## src/rtl/clk_mod_pkg.sv

```systemverilog
// Shared phase codes, FSM state encoding and select mapping for the CLK_MOD
// phase-select BUFGMUX tree controller.
package clk_mod_pkg;

    typedef enum logic [1:0] {
        PH_0   = 2'd0,
        PH_90  = 2'd1,
        PH_180 = 2'd2,
        PH_270 = 2'd3
    } phase_t;

    typedef enum logic [2:0] {
        WAIT_LOCK = 3'd0,
        IDLE      = 3'd1,
        SW1       = 3'd2,
        SETTLE1   = 3'd3,
        SW2       = 3'd4,
        SETTLE2   = 3'd5,
        DONE      = 3'd6
    } state_t;

    // Bit 0 steers the first-level muxes, bit 1 the final mux.
    function automatic logic [1:0] sel_of(input logic [1:0] phase);
        return {phase[1], phase[0]};
    endfunction

endpackage

```

## src/rtl/clk_mod_lock_filter.sv

```systemverilog
// Two-flop synchroniser for DCM LOCKED followed by a run-length filter:
// locked asserts after LOCK_FILTER consecutive high samples, drops on one low.
module clk_mod_lock_filter #(
    parameter int LOCK_FILTER = 4,
    parameter int CNT_W       = 8
) (
    input  logic clk,
    input  logic rst_n,
    input  logic locked_async,
    output logic locked
);

    localparam logic [CNT_W-1:0] RUN_MAX  = CNT_W'(LOCK_FILTER);
    localparam logic [CNT_W-1:0] RUN_LAST = CNT_W'(LOCK_FILTER - 1);
    localparam logic [CNT_W-1:0] CNT_ONE  = CNT_W'(1);

    logic             sync_p0;
    logic             sync_p1;
    logic [CNT_W-1:0] run_cnt;

    always_ff @(posedge clk or negedge rst_n) begin
        if (!rst_n) begin
            sync_p0 <= 1'b0;
            sync_p1 <= 1'b0;
            run_cnt <= '0;
            locked  <= 1'b0;
        end else begin
            sync_p0 <= locked_async;
            sync_p1 <= sync_p0;
            if (!sync_p1) begin
                run_cnt <= '0;
                locked  <= 1'b0;
            end else begin
                if (run_cnt != RUN_MAX)
                    run_cnt <= run_cnt + CNT_ONE;
                locked <= (run_cnt >= RUN_LAST);
            end
        end
    end

endmodule

```

## src/rtl/clk_mod_phase_ctrl.sv

```systemverilog
// Glitch-safe sequencer for the CLK_MOD phase-select mux tree: changes SEL1 then
// SEL2 with a settle interval after each, only while the DCM is lock-filtered.
// Optional auto-sweep through all four phases under `CLK_MOD_PHASE_SWEEP_EN.
module clk_mod_phase_ctrl
    import clk_mod_pkg::*;
#(
    parameter int SETTLE_CYCLES = 8,
    parameter int LOCK_FILTER   = 4,
`ifdef CLK_MOD_PHASE_SWEEP_EN
    parameter int SWEEP_DWELL   = 1024,
    parameter int DWELL_W       = 16,
`endif
    parameter int CNT_W         = 8
) (
    input  logic       USER_CLOCK,
    input  logic       RESET_N,
    input  logic       DCM_LOCKED,
    input  logic       PHASE_REQ,
    input  logic [1:0] PHASE_TARGET,
`ifdef CLK_MOD_PHASE_SWEEP_EN
    input  logic       SWEEP_EN,
`endif
    output logic       PHASE_ACK,
    output logic       BUSY,
    output logic [1:0] CUR_PHASE,
    output logic       CLK_MOD_PHASE_SEL1,
    output logic       CLK_MOD_PHASE_SEL2
);

    localparam logic [CNT_W-1:0] SETTLE_LAST = CNT_W'(SETTLE_CYCLES - 1);
    localparam logic [CNT_W-1:0] CNT_ONE     = CNT_W'(1);
`ifdef CLK_MOD_PHASE_SWEEP_EN
    localparam logic [DWELL_W-1:0] DWELL_LAST = DWELL_W'(SWEEP_DWELL - 1);
    localparam logic [DWELL_W-1:0] DWELL_ONE  = DWELL_W'(1);
    logic [DWELL_W-1:0] dwell_cnt;
`endif

    state_t           state;
    logic [1:0]       tgt;
    logic [1:0]       tgt_sel;
    logic             pending;
    logic             ack_en;
    logic [CNT_W-1:0] settle_cnt;
    logic             locked;

    clk_mod_lock_filter #(
        .LOCK_FILTER (LOCK_FILTER),
        .CNT_W       (CNT_W)
    ) u_lock_filter (
        .clk          (USER_CLOCK),
        .rst_n        (RESET_N),
        .locked_async (DCM_LOCKED),
        .locked       (locked)
    );

    assign tgt_sel = sel_of(tgt);

    always_ff @(posedge USER_CLOCK or negedge RESET_N) begin
        if (!RESET_N) begin
            state              <= WAIT_LOCK;
            PHASE_ACK          <= 1'b0;
            BUSY               <= 1'b1;
            CUR_PHASE          <= PH_0;
            CLK_MOD_PHASE_SEL1 <= 1'b0;
            CLK_MOD_PHASE_SEL2 <= 1'b0;
            tgt                <= PH_0;
            pending            <= 1'b0;
            ack_en             <= 1'b0;
            settle_cnt         <= '0;
`ifdef CLK_MOD_PHASE_SWEEP_EN
            dwell_cnt          <= '0;
`endif
        end else begin
            PHASE_ACK <= 1'b0;
`ifdef CLK_MOD_PHASE_SWEEP_EN
            dwell_cnt <= '0;
`endif
            // Lock loss freezes the selects where they are; tgt/pending survive
            // so the interrupted change resumes from SW1 after relock.
            if (state != WAIT_LOCK && !locked) begin
                state      <= WAIT_LOCK;
                BUSY       <= 1'b1;
                settle_cnt <= '0;
            end else begin
                case (state)
                    WAIT_LOCK: begin
                        if (locked) begin
                            state <= pending ? SW1 : IDLE;
                            BUSY  <= pending;
                        end
                    end
                    IDLE: begin
                        if (PHASE_REQ) begin
                            tgt     <= PHASE_TARGET;
                            pending <= 1'b1;
                            ack_en  <= 1'b1;
                            BUSY    <= 1'b1;
                            state   <= (PHASE_TARGET == CUR_PHASE) ? DONE : SW1;
                        end
`ifdef CLK_MOD_PHASE_SWEEP_EN
                        else if (SWEEP_EN) begin
                            if (dwell_cnt == DWELL_LAST) begin
                                tgt     <= CUR_PHASE + 2'd1;
                                pending <= 1'b1;
                                ack_en  <= 1'b0;
                                BUSY    <= 1'b1;
                                state   <= SW1;
                            end else begin
                                dwell_cnt <= dwell_cnt + DWELL_ONE;
                            end
                        end
`endif
                    end
                    SW1: begin
                        if (CLK_MOD_PHASE_SEL1 != tgt_sel[0]) begin
                            CLK_MOD_PHASE_SEL1 <= tgt_sel[0];
                            settle_cnt         <= '0;
                            state              <= SETTLE1;
                        end else begin
                            state <= SW2;
                        end
                    end
                    SETTLE1: begin
                        if (settle_cnt == SETTLE_LAST) begin
                            settle_cnt <= '0;
                            state      <= SW2;
                        end else begin
                            settle_cnt <= settle_cnt + CNT_ONE;
                        end
                    end
                    SW2: begin
                        if (CLK_MOD_PHASE_SEL2 != tgt_sel[1]) begin
                            CLK_MOD_PHASE_SEL2 <= tgt_sel[1];
                            settle_cnt         <= '0;
                            state              <= SETTLE2;
                        end else begin
                            state <= DONE;
                        end
                    end
                    SETTLE2: begin
                        if (settle_cnt == SETTLE_LAST) begin
                            settle_cnt <= '0;
                            state      <= DONE;
                        end else begin
                            settle_cnt <= settle_cnt + CNT_ONE;
                        end
                    end
                    DONE: begin
                        CUR_PHASE <= tgt;
                        PHASE_ACK <= ack_en;
                        pending   <= 1'b0;
                        BUSY      <= 1'b0;
                        state     <= IDLE;
                    end
                    default: begin
                        state <= WAIT_LOCK;
                        BUSY  <= 1'b1;
                    end
                endcase
            end
        end
    end

endmodule
```

## config.mk

```make
export PLATFORM = sky130hd
export DESIGN_NAME = clk_mod_phase_ctrl
export DESIGN_NICKNAME = d
export VERILOG_FILES = /design/src/rtl/clk_mod_pkg.sv /design/src/rtl/clk_mod_lock_filter.sv /design/src/rtl/clk_mod_phase_ctrl.sv
export SDC_FILE = /design/constraint.sdc
export NUM_CORES = 1
export LEC_CHECK = 0
export CORE_MARGIN = 2
export CORE_UTILIZATION = 59
export CTS_CLUSTER_DIAMETER = 100
export DETAILED_ROUTE_END_ITERATION = 12
export DONT_BUFFER_PORTS = 1
export GPL_TIMING_DRIVEN = 0
export PLACE_DENSITY = 0.79
export SLEW_MARGIN = 30
export SYNTH_ARGS = -nofsm -noshare
export SYNTH_HDL_FRONTEND = slang
export SYNTH_SLANG_ARGS = --single-unit
```

## constraint.sdc

```tcl
create_clock -name USER_CLOCK -period 2.5 [get_ports USER_CLOCK]
set_input_delay 0.5 -clock USER_CLOCK [delete_from_list [all_inputs] [get_ports USER_CLOCK]]
set_output_delay 0.5 -clock USER_CLOCK [all_outputs]
set_load 0.01 [all_outputs]
```

Word-level counts from Yosys, hierarchy flattened:

Index checks and enable logic that the tools add are counted.

* flip-flop bits (word level): 32
* bits of input ports: 6
* output and inout bits: 6
* word-level logic and storage cells: 79

* add/sub/neg operators: 2
* order comparisons: 1
* eq/ne operators: 20
* multiplexer cells: 25
* bitwise gates (word level): 1
* reductions and logical operators: 16

Operator list (count)
* $mux 8: 6
* $pmux 8 s3: 1
* $mux 3: 7
* $pmux 3 s7: 1
* $reduce_and 3->1: 6
* $add 8x1->8 const B: 2
* $ne 3x3->1 const B: 5
* $eq 3x3->1 const B: 3
* $eq 8x3->1 const B: 1
* $ge 8x2->1 const B: 1
* $ne 8x3->1 const B: 1
* $eq 3x2->1 const B: 2
* $mux 1: 6
* $mux 2: 2
* $ne 2x2->1 const B: 2
* $pmux 1 s4: 1
* $reduce_and 4->1: 1
* $reduce_bool 4->1: 1
* $reduce_or 4->1: 1
* $eq 3x1->1 const B: 1
* $logic_not 3->1: 1
* $ne 3x2->1 const B: 1
* $reduce_bool 3->1: 1
* $eq 2x2->1: 1
* 9 further kinds: 10

Logic depth before layout (Yosys ltp):

Gate-level depths: netlist of run 1.

* depth after elaboration: 5
* mapped depth: 6
* gate-level depth less buffers: 6

By module:

A second synthesis of run 1 with hierarchy kept.

* cells, all modules: 171
* area total of the unflattened synthesis: 1767.9 um^2

By module, submodules not included
* clk_mod_phase_ctrl: instances 1, cells each 119, area each 1238.7 um^2, sequential area each 526.8 um^2
* clk_mod_lock_filter: instances 1, cells each 52, area each 529.3 um^2, sequential area each 275.3 um^2

Least setup slack after synthesis of run 1:

OpenSTA, ideal clock, no wires.

* path kind: register to register
* start point: reg state[2]
* end point: reg settle_cnt[4]
* setup time: 0.126 ns
* arrival time: 1.548 ns
* data required time: 2.374 ns
* path slack: 0.826 ns
* stages on the path, launching flop included: 7
* path buffers: 2
* period minus slack after synthesis: 1.674 ns
* cell sequence: dfrtp_1 buf_6 and3_4 a211o_1 or2_0 buf_2 a221o_1

* longest elaborated chain between the ends: 4
* elaborated cells between the ends (all ways): 13
* classes of those cells: eq/ne: 6; mux: 2; reduce/logical: 5

RTL lines
* start: declaration: RTL line clk_mod_phase_ctrl.sv:38 `state_t state;`
* start signal: assignment: RTL line clk_mod_phase_ctrl.sv:88 `state <= pending ? SW1 : IDLE;`
* start signal: assignment: RTL line clk_mod_phase_ctrl.sv:98 `state <= (PHASE_TARGET == CUR_PHASE) ? DONE : SW1;`
* $eq 3x3->1, or another cell as far along: RTL line clk_mod_phase_ctrl.sv:85 `case (state)`
* $reduce_or 2->1 (no source line) / $logic_and 1x1->1 (equally long branches)
* $pmux 8 s3, or another cell as far along: RTL line clk_mod_phase_ctrl.sv:85
* $mux 8 / $reduce_and 3->1 (equally long branches)
* end signal: assignment: RTL line clk_mod_phase_ctrl.sv:128 `settle_cnt <= settle_cnt + CNT_ONE;`
* end signal: assignment: RTL line clk_mod_phase_ctrl.sv:145 `settle_cnt <= settle_cnt + CNT_ONE;`
* end: declaration: RTL line clk_mod_phase_ctrl.sv:43 `logic [CNT_W-1:0] settle_cnt;`

Parallel ways exist; a longest one is shown, timed or not.
A chain may end at the register's enable or synchronous reset.

Worst setup path after layout of run 1:

* start point: reg settle_cnt[0]
* end point: reg settle_cnt[4]

* longest elaborated chain between the ends: 4
* elaborated cells between the ends (all ways): 5
* classes of those cells: add/sub: 1; eq/ne: 1; mux: 3

RTL lines
* $add 8x1->8 / $eq 8x3->1 (equally long branches)
* $mux 8 *: RTL line clk_mod_phase_ctrl.sv:124, clk_mod_phase_ctrl.sv:141
* $pmux 8 s3 *: RTL line clk_mod_phase_ctrl.sv:85
* $mux 8 *: RTL line clk_mod_phase_ctrl.sv:80 `if (state != WAIT_LOCK && !locked) begin`

Mark *: on every way between the ends. The rest lies on a longest branch, timed or not.

==> results of run 1 <==
## final timing paths
path | from | end | slack [ns]
min in group asynchronous | RESET_N | settle_cnt[3]$_DFFE_PN0P_ | 0.60
max in group asynchronous | RESET_N | BUSY$_DFFE_PN1P_ | 1.67
setup reg to reg | settle_cnt[0]$_DFFE_PN0P_ | settle_cnt[4]$_DFFE_PN0P_ | 0.65
hold reg to reg | u_lock_filter.sync_p0$_DFF_PN0_ | u_lock_filter.sync_p1$_DFF_PN0_ | 0.35
setup / recovery | settle_cnt[0]$_DFFE_PN0P_ | settle_cnt[4]$_DFFE_PN0P_ | 0.65
hold / removal | DCM_LOCKED | u_lock_filter.sync_p0$_DFF_PN0_ | 0.20
## routing by layer
metal | track usage (%) | up-vias | wire length [um]
li1 | - | 624 | -
met3 | 6.250 | 6 | 131
met2 | 35.39 | 25 | 1560
met1 | 29.04 | 615 | 1444
met5 | 0 | - | 0
met4 | 6.645 | 0 | 29
## logic make-up (layout without fill, tap and decap cells)
family / count (synthesis) / in the layout
compound gates: 34 / 34
mux: 10 / 10
simple gates: 64 / 64
fa+ha+maj: 3 / 3
buf+inv: 14 / 24
flops: 32 / 32
xor+xnor: 10 / 10
## stage by stage
stage	power, W	utilization, %	instance area (um^2)	std cells	hold slack [ns]
floorplan	0.0006511	-	1713	167	0.2044
global placement	0.0006690	63.52	1752	198	0.2053
detailed placement	0.0006766	63.52	1752	198	0.2054
CTS	0.001134	68.06	1877	208	0.1838
global route	0.001172	68.06	1877	208	0.1712
finish	0.001123	68.06	1877	208	0.2009
## power groups by stage
stage,registers (W),logic [W],clock network [W]
6_report,0.000555,0.000127,0.000441
5_1_grt,0.000557,0.000147,0.000469
4_1_cts,0.000554,0.000128,0.000452
3_5_place_dp,0.000565,0.000112,0
3_3_place_gp,0.000563,0.000106,0
2_1_floorplan,0.000560,0.0000914,0
## cell type report
type | instances | area share, %
Tap cell | 31 | 2.067
Multi-Input combinational cell | 121 | 44.93
Sequential cell | 32 | 42.73
Timing Repair Buffer | 2 | 1.600
Clock buffer | 7 | 3.467
Buffer | 7 | 2.200
Inverter | 7 | 1.400
Clock inverter | 1 | 1.600
## flip-flops by register name, summed over array words and instances (netlist names), 2 cells and up
signal / count
CUR_PHASE: 2
settle_cnt: 8
state: 3
tgt: 2
u_lock_filter.run_cnt: 8
## critical path, stage by stage, from the launching register on
cell and delay (ns):
dfrtp_1 0.39, ha_1 0.21, nor4bb_1 0.43, a211oi_2 0.24, and3_1 0.22, a221o_1 0.25
## cells in the final DEF, fill, tap and decap left out, types with 4 or more instances in the layout
| cell type | instances |
|---|---|
| dfrtp_1 | 31 |
| clkbuf_4 | 5 |
| xnor2_1 | 7 |
| o21ai_0 | 8 |
| nand3_1 | 5 |
| and2_1 | 5 |
| nand2_1 | 15 |
| a21oi_1 | 4 |
| nor3_1 | 7 |
| nor3b_1 | 4 |
| nor2_1 | 8 |
| mux2_2 | 7 |
| or3_1 | 4 |
| a21boi_0 | 4 |
| inv_1 | 6 |
## what timing repair did
action / in CTS / in global routing
endpoints found under the hold margin: 32 / 0
hold buffers: 2 / 0
setup endpoints to repair: 0 / 0
==> qor.csv, run 1 <==
stage,metric,value,unit
pwr,Power Density,598.3,nW/um^2
clock_tree,cts bufs inserted,5,
final_layout,NumNets Final,185,
job,Max-cap violations,0,
detailed_routing,DRC,0,
yosys,Async SR Flop Fraction,100.0,%
timing,Tcrit/Tclk final,73.89,%
yosys,Post-Synthesis Cells,167,
pwr,switching share of power,24.00,%
timing,RSZ-0062 raised after global routing,no,
yosys,Post-Syn Nets,176,
yosys,post-synthesis sequential area ratio,46.82,%
timing,Slew @ Worst Pin,0.5562,ns
yosys,largest family of logic cells by synthesized area,simple AND/OR/NAND/NOR gates,
clock_tree,"Reg clk slew, reported paths",0.09,ns
final_layout,footprint of the multi-input gates,843.3,um^2
detailed_routing,drt wl/cell,15.22,um
placement,port buffer count,0,
yosys,post-synth top area cell,dfrtp_1,
timing,Max Clk Rate,541.4,MHz
grt,largest net degree at the start of global routing,33,
detailed_routing,DRT antenna net count,0,
yosys,top cell type's share of synthesized area,45.29,%
detailed_routing,DRT Pass-1 Iters,4,
final_layout,antenna fix cells,0,
timing,setup TNS,0,ns
pwr,Pint,0.0008534,W
critical_path,crit path launch type,flop,
timing,final setup fails,0,
timing,Clock Skews,0.01788,ns
clock_tree,htree depth,2,
yosys,mux share of post-synthesis cell area,6.501,%
outcome,outcome,finished clean,
pwr,Peak supply drop,0.0005868,V
detailed_routing,DR iter-0 viols,52,
critical_path,worst endpoint required time,2.71,ns
critical_path,critical path class,reg2reg,
floorplan,die width,57.88,um
timing,fin. max-slew vios,0,
placement,dpl hpwl,2.264,mm
floorplan,# IOs,12,
floorplan,DIE AREA,3350,um^2
yosys,synthesized area,1713,um^2
floorplan,Starting Density,62.11,%
critical_path,Worst EP arrival,2.06,ns
final_layout,number of fill cells,222,
pwr,Pleak,0.8178,nW
floorplan,Cell Rows,19,
grt,vias in the first global route,1249,
timing,post-layout min period,1.847,ns
detailed_routing,Post-Route WL,3.166,mm
clock_tree,CTS tree,yes,
timing,final hold vios,0,
final_layout,register area,802.0,um^2
floorplan,Die Ht,57.88,um
timing,Max-slew headroom,62.85,%
critical_path,worst-case reg-to-reg path depth,5,
clock_tree,clock buffer depth,2,
floorplan,Core ar.,2758,um^2
yosys,Synth Flop Type,dfrtp_1,
grt,GRT overflow,0,
worst_hold_path,worst hold stages,0,
pwr,combinational share of power,11.3,%
clock_tree,post-CTS sizing,0,
grt,first-pass GRT wire length,5.664,mm
worst_hold_path,Hold Crit Class,in2reg,
critical_path,CP Capture Type,flop,
timing,setup ws final,0.6528,ns
yosys,Post-synth EDFFs,0,
grt,initial antenna violation count,0,
pwr,P_sw,0.0002695,W
yosys,post-synthesis xor/xnor area fraction,5.113,%
placement,gpl congestion,0.9406,
final_layout,area grow syn2layout,9.569,%
pwr,Clock power frac,39.3,%
yosys,Ys Warns,0,
yosys,Synth Area in Compound Gates,14.24,%
detailed_routing,total number of vias,1270,
pwr,register share of total power,49.4,%
yosys,Area contributors post-synth,"dfrtp_1, mux2_2, xnor2_1",
detailed_routing,DR vias/cell,6.106,
yosys,synth unique cells,48,
grt,gr usage total,21.97,%
final_layout,share of cells above drive strength 1,15.82,%
yosys,most numerous cell in the Yosys netlist,dfrtp_1,
yosys,Mean Syn Cell Area,10.26,um^2
yosys,Synth Register Bits,32,
clock_tree,post-CTS setup buffers,0,
clock_tree,Sink Count,32,
critical_path,CP Max Fanout,9,
yosys,Synth top cells by count,"dfrtp_1, nand2_1, nor2_1, o21ai_0",
placement,setup slack at placement,0.6641,ns
yosys,adder-cell share of the synthesized area,2.191,%
yosys,Post-Synth Simple-Gate Area,21.18,%
clock_tree,Worst-Skew Late Latency,0.33,ns
clock_tree,root buffer cell,clkbuf_4,
No activity file was read; power rests on OpenSTA's default activity.
==> run 2: changes to the inputs <==
==> constraint.sdc (replaced) <==
create_clock -name USER_CLOCK -period 1.9 [get_ports USER_CLOCK]
set_input_delay 0.38 -clock USER_CLOCK [delete_from_list [all_inputs] [get_ports USER_CLOCK]]
set_output_delay 0.38 -clock USER_CLOCK [all_outputs]
set_load 0.01 [all_outputs]
==> qor.csv, run 2 (synthesized netlist as in run 1, its figures left out) <==
stage,metric,value,unit
placement,gpl congestion,0.9406,
grt,first-pass GRT wire length,5.664,mm
timing,setup TNS,0,ns
pwr,Clock power frac,39.2,%
critical_path,CP Max Fanout,9,
floorplan,Cell Rows,19,
detailed_routing,DRT antenna net count,0,
floorplan,Die Ht,57.88,um
timing,final hold vios,0,
pwr,Pwr Total,0.001476,W
final_layout,NumNets Final,185,
timing,Slew @ Worst Pin,0.5752,ns
final_layout,number of fill cells,222,
final_layout,Regs by FF count,"settle_cnt (8), u_lock_filter.run_cnt (8), state (3)",
floorplan,DIE AREA,3350,um^2
detailed_routing,total number of vias,1277,
floorplan,# IOs,12,
floorplan,Core ar.,2758,um^2
outcome,outcome,finished clean,
pwr,combinational share of power,11.4,%
pwr,switching share of power,23.92,%
grt,largest net degree at the start of global routing,33,
timing,final setup fails,0,
timing,fin. max-slew vios,0,
grt,gr usage total,21.97,%
timing,Max Clk Rate,558.7,MHz
pwr,Pleak,0.8180,nW
critical_path,CP Capture Type,flop,
detailed_routing,DR vias/cell,6.139,
floorplan,die width,57.88,um
clock_tree,cts bufs inserted,5,
worst_hold_path,Hold Crit Class,in2reg,
detailed_routing,DR iter-0 viols,56,
grt,vias in the first global route,1249,
final_layout,most frequent cells in the layout,"dfrtp_1, nand2_1, nor2_1, o21ai_0",
timing,Tcrit/Tclk final,94.21,%
clock_tree,htree depth,2,
pwr,Peak supply drop,0.0007721,V
final_layout,"commonest non-fill, non-tap cell in the layout",dfrtp_1,
clock_tree,clock buffer depth,2,
floorplan,Starting Density,62.11,%
pwr,Power Density,780.2,nW/um^2
final_layout,antenna fix cells,0,
final_layout,"Cell Count, Final, Fillers Out",208,
final_layout,area grow syn2layout,10.45,%
critical_path,critical path class,reg2reg,
clock_tree,root buffer cell,clkbuf_4,
critical_path,crit path launch type,flop,
grt,GRT overflow,0,
critical_path,Worst EP arrival,2.00,ns
clock_tree,Sink Count,32,
detailed_routing,drt wl/cell,15.36,um
grt,initial antenna violation count,0,
placement,cell count after placement,198,
timing,Max-slew headroom,61.58,%
timing,post-layout min period,1.790,ns
timing,RSZ-0062 raised after global routing,no,
detailed_routing,DRC,0,
clock_tree,Worst-Skew Late Latency,0.33,ns
critical_path,Crit path largest cell delay,0.39,ns
pwr,register share of total power,49.4,%
placement,port buffer count,0,
critical_path,"CP delay by family, top",compound AO/OA/AOI/OAI gates,
critical_path,Buffers & Inverters on Critical Path,2,
final_layout,share of cells above drive strength 1,16.38,%
critical_path,Crit-path slowest cell,dfrtp_1,
job,Max-cap violations,0,
pwr,Pint,0.001123,W
clock_tree,CTS tree,yes,
timing,Clock Skews,0.01797,ns
placement,dpl hpwl,2.264,mm
detailed_routing,Post-Route WL,3.195,mm
clock_tree,"Reg clk slew, reported paths",0.11,ns
detailed_routing,DRT Pass-1 Iters,4,
critical_path,crit-path cells,"buf_6, and3_4, a211o_1, or2_0, buf_2, a221o_1",
critical_path,worst endpoint required time,2.11,ns
pwr,P_sw,0.0003531,W
## run 2: power groups by stage
| stage | sequential [W] | clock [W] | combinational, W |
|---|---|---|---|
| floorplan | 0.000736 | 0 | 0.000120 |
| global route | 0.000733 | 0.000617 | 0.000193 |
| finish | 0.000730 | 0.000579 | 0.000168 |
| detailed placement | 0.000743 | 0 | 0.000147 |
| global placement | 0.000741 | 0 | 0.000139 |
| CTS | 0.000729 | 0.000595 | 0.000168 |
## run 2: path summary, 6_finish.rpt
kind | depth (start not counted) | slack, ns | endpoint | startpoint
setup / recovery | 6 | 0.11 | settle_cnt[4]$_DFFE_PN0P_ | state[2]$_DFFE_PN0P_
min in group asynchronous | 2 | 0.48 | settle_cnt[3]$_DFFE_PN0P_ | RESET_N
hold / removal | 0 | 0.08 | u_lock_filter.sync_p0$_DFF_PN0_ | DCM_LOCKED
hold reg to reg | 0 | 0.35 | u_lock_filter.sync_p1$_DFF_PN0_ | u_lock_filter.sync_p0$_DFF_PN0_
max in group asynchronous | 2 | 1.19 | BUSY$_DFFE_PN1P_ | RESET_N
setup reg to reg | 6 | 0.11 | settle_cnt[4]$_DFFE_PN0P_ | state[2]$_DFFE_PN0P_
## run 2: worst register-to-register path: stages, from the launching register on
cell	delay, ns
dfrtp_1	0.39
buf_6	0.14
and3_4	0.17
a211o_1	0.26
or2_0	0.19
buf_2	0.16
a221o_1	0.35
## run 2: metrics by stage
step | util (%) | hold WS, ns | setup slack, ns | instance area (um^2)
detailed placement | 63.52 | 0.08537 | 0.06410 | 1752
global placement | 63.52 | 0.08535 | 0.1035 | 1752
CTS | 68.06 | 0.06383 | 0.04681 | 1877
global route | 68.60 | 0.05120 | 0.03979 | 1892
finish | 68.60 | 0.08101 | 0.1101 | 1892
floorplan | - | 0.08441 | 0.2260 | 1713
## run 2: what timing repair did
action                     4_1_cts  5_1_grt
resized for setup                0        2
buffers inserted                 0        0
hold endpoints to repair        32        0
hold buffers                     2        0
setup endpoints to repair        0        2
## run 2: cell type report
cell class,count,area (um^2),area share [%]
Buffer,7,41.29,2.183
Clock buffer,7,65.06,3.439
Clock inverter,1,30.03,1.587
Inverter,7,26.28,1.389
Multi-Input combinational cell,121,858.3,45.37
Sequential cell,32,802.0,42.39
Tap cell,31,38.79,2.050
Timing Repair Buffer,2,30.03,1.587
## run 2: per-layer routing
layer,vias to the layer above,share of wire [%],GRT usage [%]
met2,28,50,35.39
met1,620,45,29.04
li1,623,-,-
met5,-,0,0
met3,6,4.3,6.250
met4,0,0.91,6.645
==> run 3: changes to the inputs <==
==> constraint.sdc (replaced) <==
create_clock -name USER_CLOCK -period 1.9 [get_ports USER_CLOCK]
set_input_delay 0.19 -clock USER_CLOCK [delete_from_list [all_inputs] [get_ports USER_CLOCK]]
set_output_delay 0.19 -clock USER_CLOCK [all_outputs]
set_load 0.01 [all_outputs]
==> qor.csv, run 3 (synthesized netlist as in run 1, its figures left out) <==
stage,metric,value,unit
critical_path,crit path launch type,flop,
job,Max-cap violations,0,
final_layout,share of cells above drive strength 1,16.11,%
critical_path,internal reg-to-reg setup slack,0.11,ns
grt,first-pass GRT wire length,5.733,mm
clock_tree,Sink Count,32,
detailed_routing,drt wl/cell,15.32,um
timing,final setup fails,0,
pwr,Peak supply drop,0.0007835,V
final_layout,post-layout util,69.69,%
detailed_routing,DRT antenna net count,0,
critical_path,reg-to-reg endpoint,settle_cnt[4]$_DFFE_PN0P_,
floorplan,DIE AREA,3350,um^2
timing,setup TNS,0,ns
floorplan,Starting Density,62.11,%
detailed_routing,DRC,0,
timing,Slew @ Worst Pin,0.5752,ns
detailed_routing,DR vias/cell,6.052,
worst_hold_path,worst hold start,PHASE_REQ,
timing,final hold vios,0,
floorplan,Die Ht,57.88,um
timing,Max Clk Rate,558.7,MHz
final_layout,"commonest non-fill, non-tap cell in the layout",dfrtp_1,
critical_path,CP Max Fanout,9,
floorplan,Cell Rows,19,
critical_path,Worst EP arrival,2.00,ns
critical_path,CP Capture Point,settle_cnt[4]$_DFFE_PN0P_,
final_layout,Regs by FF count,"settle_cnt (8), u_lock_filter.run_cnt (8), state (3)",
final_layout,antenna fix cells,0,
placement,cell count after placement,198,
critical_path,crit path from,state[2]$_DFFE_PN0P_,
critical_path,critical path class,reg2reg,
grt,initial antenna violation count,0,
clock_tree,cts bufs inserted,5,
placement,dpl hpwl,2.264,mm
clock_tree,root buffer cell,clkbuf_4,
clock_tree,post-CTS setup buffers,0,
grt,largest net degree at the start of global routing,33,
timing,fin. max-slew vios,0,
grt,vias in the first global route,1254,
detailed_routing,DR iter-0 viols,43,
placement,port buffer count,0,
floorplan,# IOs,12,
clock_tree,"Reg clk slew, reported paths",0.11,ns
grt,gr usage total,22.21,%
detailed_routing,DRT Pass-1 Iters,4,
timing,Max-slew headroom,61.58,%
outcome,outcome,finished clean,
final_layout,"Cell Count, Final, Fillers Out",211,
detailed_routing,Post-Route WL,3.233,mm
timing,post-layout min period,1.790,ns
critical_path,worst r2r src,state[2]$_DFFE_PN0P_,
floorplan,Core ar.,2758,um^2
timing,RSZ-0062 raised after global routing,no,
clock_tree,clock buffer depth,2,
final_layout,register area,802.0,um^2
final_layout,number of fill cells,217,
critical_path,worst endpoint required time,2.11,ns
grt,GRT overflow,0,
clock_tree,CTS tree,yes,
worst_hold_path,Hold Crit Class,in2reg,
pwr,Power Density,771.1,nW/um^2
floorplan,die width,57.88,um
final_layout,footprint of the multi-input gates,858.3,um^2
timing,Tcrit/Tclk final,94.20,%
final_layout,area grow syn2layout,12.20,%
clock_tree,Worst-Skew Late Latency,0.33,ns
placement,gpl congestion,0.9406,
final_layout,most frequent cells in the layout,"dfrtp_1, nand2_1, nor2_1, o21ai_0",
critical_path,worst-case reg-to-reg path depth,6,
clock_tree,htree depth,2,
timing,Clock Skews,0.01786,ns
pwr,Pleak,0.8305,nW
final_layout,NumNets Final,188,
pwr,Pwr Total,0.001482,W
critical_path,CP Capture Type,flop,
detailed_routing,total number of vias,1277,
==> run 3: changes by cell type in the layout (fill, tap and decap cells not counted) <==
cell,before,now
dlygate4sd3_1,1,4
==> run 3: report_power, final <==
| part | switching (W) | internal (W) |
|---|---|---|
| Clock | 0.000230 | 0.000349 |
| Combinational | 0.0000985 | 0.0000741 |
| Sequential | 0.0000263 | 0.000703 |
==> run 3: through the flow <==
| stage | hold WS [ns] | setup WS (ns) | instance area [um^2] |
|---|---|---|---|
| floorplan | -0.1056 | 0.2260 | 1713 |
| global placement | -0.1047 | 0.1035 | 1752 |
| detailed placement | -0.1046 | 0.06410 | 1752 |
| CTS | 0.006433 | 0.04681 | 1907 |
| global route | 0.01414 | 0.03979 | 1922 |
| finish | 0.01979 | 0.1102 | 1922 |
==> run 3: routing by layer <==
layer / vias up / global-route usage [%] / wire, um
met1: 617 / 29.63 / 1471
met2: 25 / 35.55 / 1608
li1: 629 / - / -
met4: 0 / 6.645 / 29
met3: 6 / 6.250 / 123
met5: - / 0 / 0
==> run 3: final cells by class <==
type,count,share of cell area [%]
buffer,7,2.148
sequential,32,41.73
inverter,7,1.367
clock inverter,1,1.563
clock buffer,7,3.385
tap,31,2.018
multi-input combinational,121,44.66
timing repair buffer,5,3.125
==> run 3: worst min path at each step <==
stage                                                end  depth (start not counted)
after floorplan           CLK_MOD_PHASE_SEL1$_DFFE_PN0P_                          0
after global placement         settle_cnt[7]$_DFFE_PN0P_                          0
after detailed placement       settle_cnt[5]$_DFFE_PN0P_                          0
after CTS                           state[2]$_DFFE_PN0P_                          2
after global routing                state[2]$_DFFE_PN0P_                          2
final                               state[2]$_DFFE_PN0P_                          2
==> run 3: critical path, cell delays in order (launching register included) <==
cell	delay, ns
dfrtp_1	0.39
buf_6	0.14
and3_4	0.16
a211o_1	0.26
or2_0	0.19
buf_2	0.16
a221o_1	0.35
==> run 3: timing repair <==
item / in CTS / in global routing
hold buffers: 5 / 0
resized for setup: 0 / 2
hold endpoints to repair: 35 / 0
setup endpoints to repair: 0 / 2
